File: config.mk
export PLATFORM = sky130hd
export DESIGN_NAME = spi_master_xfer_flat
export DESIGN_NICKNAME = d
export VERILOG_FILES = /design/src/rtl/spi_master_xfer_if.sv /design/src/rtl/spi_master_xfer.sv /design/src/flat_wrapper.sv
export SDC_FILE = /design/constraint.sdc
export NUM_CORES = 1
export LEC_CHECK = 0
export BUFFER_PORTS_ARGS = -buffer_cell sky130_fd_sc_hd__buf_2
export CORE_MARGIN = 1
export CORE_UTILIZATION = 55
export CTS_CLUSTER_SIZE = 28
export DETAILED_ROUTE_END_ITERATION = 8
export HOLD_SLACK_MARGIN = 0.15
export PLACE_DENSITY_LB_ADDON = 0.05
export RECOVER_POWER = 50
export SYNTH_ARGS = -nofsm -noshare
export SYNTH_HDL_FRONTEND = slang
export SYNTH_SLANG_ARGS = --single-unit
File: constraint.sdc
create_clock -name clk -period 5.4 [get_ports clk]
set_clock_uncertainty 0.2 [all_clocks]
set_input_delay 0 -clock clk [delete_from_list [all_inputs] [get_ports clk]]
set_output_delay 0 -clock clk [all_outputs]
set_load 0.1 [all_outputs]
File: src/rtl/spi_master_xfer_if.sv
// spi_master_xfer_if: host handshake and SPI pin bundle for spi_master_xfer
// Signals: start/tx_data/hold_cs request a byte; busy/done/rx_data report it;
// sck/mosi/cs_n/miso are the SPI mode-0 pins.
// modport master is the SPI master side; modport slave is the host/peripheral side.
`timescale 1ns/1ps
interface spi_master_xfer_if;
  logic       start;
  logic [7:0] tx_data;
  logic       hold_cs;
  logic       busy;
  logic       done;
  logic [7:0] rx_data;
  logic       sck;
  logic       mosi;
  logic       miso;
  logic       cs_n;
  modport master (
    input  start, tx_data, hold_cs, miso,
    output busy, done, rx_data, sck, mosi, cs_n
  );
  modport slave (
    output start, tx_data, hold_cs, miso,
    input  busy, done, rx_data, sck, mosi, cs_n
  );
endinterface

File: src/rtl/spi_master_xfer.sv
// spi_master_xfer: single-byte SPI mode-0 master, MSB first, optional chip-select hold
// Ports: clk; reset (async, active low); bus (spi_master_xfer_if.master):
//   start/tx_data/hold_cs in, busy/done/rx_data out, sck/mosi/cs_n out, miso in.
// Parameter HALF: clk cycles per SCK half-period (2..255, 3..255 with sync).
// Macro SPI_MASTER_MISO_SYNC_EN: miso through a two-flop synchronizer, captured
//   two cycles after each sck rise; otherwise raw miso is captured on the rise cycle.
`timescale 1ns/1ps
module spi_master_xfer #(
  parameter int HALF = 4
) (
  input logic          clk,
  input logic          reset,
  spi_master_xfer_if.master bus
);
  typedef enum logic [2:0] {IDLE, SETUP, HIGH, LOW, CS_HOLD} state_t;
  localparam logic [7:0] LAST = 8'(HALF - 1);
  state_t     state, state_d;
  logic [7:0] cnt, cnt_d;
  logic [2:0] bit_q, bit_d;
  logic [7:0] tx_sh, tx_d;
  logic [7:0] rx_sh, rx_d;
  logic [7:0] rx_out, rx_out_d;
  logic       sck, sck_d;
  logic       mosi, mosi_d;
  logic       csn, csn_d;
  logic       busy, busy_d;
  logic       done, done_d;
  logic       hold, hold_d;
  logic       expire;
  logic       cap;
  logic       rx_bit;
  assign expire = cnt == 8'd0;
`ifdef SPI_MASTER_MISO_SYNC_EN
  logic [1:0] sync;
  always_ff @(posedge clk or negedge reset)
    if (!reset) sync <= '0;
    else        sync <= {sync[0], bus.miso};
  assign rx_bit = sync[1];
  assign cap    = state == HIGH && cnt == 8'(HALF - 3);
`else
  assign rx_bit = bus.miso;
  assign cap    = state == HIGH && cnt == LAST;
`endif
  always_comb begin
    state_d  = state;
    cnt_d    = expire ? LAST : cnt - 8'd1;
    bit_d    = bit_q;
    tx_d     = tx_sh;
    rx_d     = cap ? {rx_sh[6:0], rx_bit} : rx_sh;
    rx_out_d = rx_out;
    sck_d    = sck;
    mosi_d   = mosi;
    csn_d    = csn;
    busy_d   = busy;
    done_d   = 1'b0;
    hold_d   = hold;
    case (state)
      IDLE: begin
        cnt_d = LAST;
        // the done cycle itself never accepts a new start
        if (bus.start && !done) begin
          state_d = SETUP;
          bit_d   = 3'd0;
          tx_d    = bus.tx_data;
          mosi_d  = bus.tx_data[7];
          csn_d   = 1'b0;
          busy_d  = 1'b1;
          hold_d  = bus.hold_cs;
        end
      end
      SETUP, LOW: begin
        if (expire) begin
          state_d = HIGH;
          sck_d   = 1'b1;
        end
      end
      HIGH: begin
        if (expire) begin
          sck_d = 1'b0;
          if (bit_q == 3'd7) begin
            bit_d = 3'd0;
            if (hold) begin
              state_d  = IDLE;
              done_d   = 1'b1;
              busy_d   = 1'b0;
              rx_out_d = rx_d;
            end else begin
              state_d = CS_HOLD;
            end
          end else begin
            state_d = LOW;
            bit_d   = bit_q + 3'd1;
            mosi_d  = tx_sh[6];
            tx_d    = {tx_sh[6:0], 1'b0};
          end
        end
      end
      CS_HOLD: begin
        if (expire) begin
          state_d  = IDLE;
          csn_d    = 1'b1;
          done_d   = 1'b1;
          busy_d   = 1'b0;
          rx_out_d = rx_d;
        end
      end
      default: state_d = IDLE;
    endcase
  end
  always_ff @(posedge clk or negedge reset)
    if (!reset) begin
      state  <= IDLE;
      cnt    <= '0;
      bit_q  <= '0;
      tx_sh  <= '0;
      rx_sh  <= '0;
      rx_out <= '0;
      sck    <= 1'b0;
      mosi   <= 1'b0;
      csn    <= 1'b1;
      busy   <= 1'b0;
      done   <= 1'b0;
      hold   <= 1'b0;
    end else begin
      state  <= state_d;
      cnt    <= cnt_d;
      bit_q  <= bit_d;
      tx_sh  <= tx_d;
      rx_sh  <= rx_d;
      rx_out <= rx_out_d;
      sck    <= sck_d;
      mosi   <= mosi_d;
      csn    <= csn_d;
      busy   <= busy_d;
      done   <= done_d;
      hold   <= hold_d;
    end
  assign bus.sck     = sck;
  assign bus.mosi    = mosi;
  assign bus.cs_n    = csn;
  assign bus.busy    = busy;
  assign bus.done    = done;
  assign bus.rx_data = rx_out;
endmodule

File: src/flat_wrapper.sv
// flat-port wrapper written by rule: the top's interface ports become plain ports
module spi_master_xfer_flat 
#(
  parameter int HALF = 4
)
  (clk, reset, bus_start, bus_tx_data, bus_hold_cs, bus_miso, bus_busy, bus_done, bus_rx_data, bus_sck, bus_mosi, bus_cs_n);
  spi_master_xfer_if bus_i ();
  input logic clk;
  input logic reset;
  input wire logic [$bits(bus_i.start)-1:0] bus_start;
  input wire logic [$bits(bus_i.tx_data)-1:0] bus_tx_data;
  input wire logic [$bits(bus_i.hold_cs)-1:0] bus_hold_cs;
  input wire logic [$bits(bus_i.miso)-1:0] bus_miso;
  output wire logic [$bits(bus_i.busy)-1:0] bus_busy;
  output wire logic [$bits(bus_i.done)-1:0] bus_done;
  output wire logic [$bits(bus_i.rx_data)-1:0] bus_rx_data;
  output wire logic [$bits(bus_i.sck)-1:0] bus_sck;
  output wire logic [$bits(bus_i.mosi)-1:0] bus_mosi;
  output wire logic [$bits(bus_i.cs_n)-1:0] bus_cs_n;
  assign bus_i.start = bus_start;
  assign bus_i.tx_data = bus_tx_data;
  assign bus_i.hold_cs = bus_hold_cs;
  assign bus_i.miso = bus_miso;
  assign bus_busy = bus_i.busy;
  assign bus_done = bus_i.done;
  assign bus_rx_data = bus_i.rx_data;
  assign bus_sck = bus_i.sck;
  assign bus_mosi = bus_i.mosi;
  assign bus_cs_n = bus_i.cs_n;
  spi_master_xfer #(.HALF(HALF)) u_core (.clk(clk), .reset(reset), .bus(bus_i));
endmodule
==> summary.txt <==
Status
  • Status: finished, final reports clean

Worst hold path
  • Worst hold path class: in -> reg
  • WHS Path Cells: 3
  • Min-delay src: bus_miso
  • Hold worst-path end: u_core.rx_sh[0]

Global routing
  • First-pass GRT wire length: ~6400 um
  • GRT Util Overall: roughly a fifth
  • Largest net degree at the start of global routing: 25
  • Gr ovfl total: 0
  • Number of global-route vias before repair: between 1000 and 1500
  • Initial antenna violation count: 0

Synth
  • Synth top area share: a little over half
  • Seq cells post-synth: 43
  • Synth top area cells: dfrtp_1, mux2_2, nand2_1
  • Cells after Synth: between 150 and 200
  • Distinct cell type count after synthesis: 36
  • Avg Synthesized Cell Area: ~11 um^2
  • Seq/Total Area, Yosys: a little over half
  • Post-synth EDFFs: 0
  • Syn. warnings: 0
  • Post-synth ARST share: between 90% and 100%
  • Post-Syn Area: approximately 2000 um^2
  • Synth area leader: dfrtp_1
  • Main flop type after synthesis: dfrtp_1
  • Synth Net Count: 193

Floorplan
  • Die width: approximately 62 um
  • Die area: around 3900 um^2
  • Initial core utilization: between 50% and 60%
  • Row cnt: 21
  • Die Ht: between 60 and 70 um
  • Top Ports: 26
  • Core Footprint: around 3400 um^2

Routing
  • Vias after detailed routing: ~1400
  • DRT Wirelength: about 3600 um
  • Routed Antenna Nets: 0
  • Via/cell ratio: roughly 5.3
  • Per-cell routed wire length: 13.6 um
  • Initial DRC count: between 60 and 70
  • Drt pass-1 iters: 4
  • DRC viols: 0

Critical path
  • Crit path launch type: primary input
  • CP endpoint kind: asynchronous set/reset pin
  • Worst reg2reg path endpoint: u_core.bus.rx_data[5]
  • R2R depth: 4
  • Reg2Reg Setup Slack: 2.50 ns
  • CP Data Required Time: 5.56 ns
  • Kind of critical path: in -> async
  • CP max FO: 24
  • Worst reg2reg startpoint: u_core.cnt[2]
  • CP Data Arrival Time: roughly 3.2 ns

Finish
  • Design Area, Final: 2370 um^2
  • N_diodes: 0
  • Storage cell area: ~1100 um^2
  • Nets: 233
  • Area of the multi-input gates: 855 um^2
  • Cell Count, Final, Fillers Out: about 260
  • Layout cells sized above 1: 23.1%
  • Fill cell count: between 200 and 300
  • Area grow syn2layout: 18.3%

STA
  • Slew margin rel.: ~16%
  • Setup violators final: 0
  • Final Hold Viols: 0
  • Max frequency: between 0.3 and 0.4 GHz
  • Final Max Tran Viols: 0
  • Setup TNS: 0 ns
  • Minimum clock period: between 3 and 4 ns
  • RSZ-0062 raised after global routing: no
  • Worst-margin pin slew: roughly 1.3 ns
  • Final period util: between 50% and 60%

Power and ir drop
  • Peak supply drop: ~0.27 mV
  • Combinational share of power: 34.5%
  • Sw Pwr: ~0.0004 W
  • Reg power frac: a little over two fifths
  • Clock share of power: a little over a fifth
  • Int Pwr: 0.000713 W
  • Static leakage: approximately 1.1 nW
  • PwrDens: between 400 and 500 nW/um^2
  • Sw frac: 36.1%

Clocking
  • Worst-path clk slew: around 0.12 ns
  • Post-CTS setup buffers: 0
  • H-Tree Depth: 2
  • CTS tree: built
  • Clk Latency, worst-skew pair: 0.34 ns
  • CTS Sinks: 43
  • Clock buffer depth: 2
  • CTS buffer count: 5
  • Root buffer cell: clkbuf_4

Place
  • Final RePlAce weighted congestion: roughly 0.8
  • Port Buffers: 25
  • Placed cell count: about 240
  • Placement Cell Area: between 2000 and 2500 um^2
  • Dpl hpwl: 2430 um

Job
  • Max_cap viols: 0
layer usage:
metal / wire [um] / global-route usage, % / vias to the layer above
met5: 0 / 0 / -
li1: - / - / 674
met1: 1630 / 28.4 / 672
met2: 1780 / 33.5 / 28
met3: 107 / 4.93 / 4
met4: 38 / 8.14 / 0
cells in the mapped netlist, types with 2 or more instances:
cell type / instances
or3_1: 2
buf_6: 3
nor3_1: 3
mux2_4: 7
nand3_1: 3
a21oi_1: 7
clkbuf_1: 3
o21ai_0: 4
nor3b_1: 2
nor2_1: 14
dfrtp_1: 42
inv_1: 4
nand2_1: 29
nand2b_1: 4
xnor2_1: 4
ha_1: 5
or4_2: 2
mux2_2: 17
nor4_1: 3
cell families (layout without fill, tap and decap cells):
kind of cell / Yosys count / count (layout) / synth area share [%]
flip-flops: 43 / 43 / 53.7
adder cells (fa/ha/maj): 5 / 5 / 3.12
XOR/XNOR: 5 / 5 / 2.18
AND/OR/NAND/NOR: 70 / 70 / 17.8
AO/OA/AOI/OAI: 16 / 16 / 4.87
buffers and inverters: 12 / 53 / 3.49
multiplexers: 24 / 24 / 14.8
power by group through the flow:
stage	registers (W)	logic (W)	clock network, W
global placement	0.000488	0.000365	0
global route	0.000506	0.000420	0.000264
finish	0.000489	0.000384	0.000242
CTS	0.000489	0.000396	0.000250
detailed placement	0.000495	0.000379	0
floorplan	0.000535	0.000273	0
flip-flops by register name, summed over array words and instances, names as in the netlist, 3 cells and up:
name,count
u_core.rx_sh,8
u_core.tx_sh,7
u_core.bit_q,3
u_core.state,3
u_core.cnt,8
u_core.bus.rx_data,8
worst max-delay path: stages:
cell and delay, ns:
dlygate4sd3_1 0.51, dlygate4sd3_1 0.54, clkbuf_1 0.92, dlygate4sd3_1 1.26
how the worst max path moves through the flow:
stage,startpoint,endpoint,slack [ns],cells after the start
6_report,reset,u_core.bus.rx_data[7],2.32,4
3_5_place_dp,u_core.cnt[2],u_core.bus.rx_data[5],2.62,4
3_3_place_gp,u_core.cnt[2],u_core.bus.rx_data[4],2.69,4
5_1_grt,reset,u_core.bus.rx_data[2],1.85,4
4_1_cts,u_core.cnt[2],u_core.bus.rx_data[0],2.58,4
2_1_floorplan,u_core.cnt[2],u_core.bus.mosi,2.88,7
layout make-up:
type	instances	share of cell area, %
repair buffers	41	11.3
multi-input cells	120	36.0
clock inverters	2	2.53
flip-flops and latches	43	45.4
clock buffers	6	1.74
inverters	4	0.633
well taps	46	2.42
per-stage QoR:
stage	total power [W]	utilization, %	setup WS (ns)	hold WS, ns
final	0.00111	69.5	2.32	0.261
after global routing	0.00119	69.5	1.85	0.252
after CTS	0.00113	70.1	2.58	0.249
after detailed placement	0.000874	62.5	2.62	-0.00352
after global placement	0.000853	62.5	2.69	-0.0271
after floorplan	0.000807	-	2.88	-0.496
placed cells by master (no fill, tap or decap), types with 3 or more instances in the layout:
cell type,Yosys,final
dfrtp_1,42,42
buf_2,1,11
nor2_1,14,14
a21oi_1,7,7
nor4_1,3,3
nand2_1,29,29
mux2_2,17,17
mux2_4,7,7
nor3_1,3,3
nand2b_1,4,4
inv_1,4,4
xnor2_1,4,4
nand3_1,3,3
ha_1,5,5
o21ai_0,4,4
dlygate4sd3_1,0,16
clkbuf_1,3,15
clkbuf_4,0,5
timing repair:
item,4_1_cts,5_1_grt
hold buffers,16,0
hold endpoints to repair,59,0
resized for setup,0,0
setup endpoints to repair,0,0
Power figures use the tool's default switching activity.
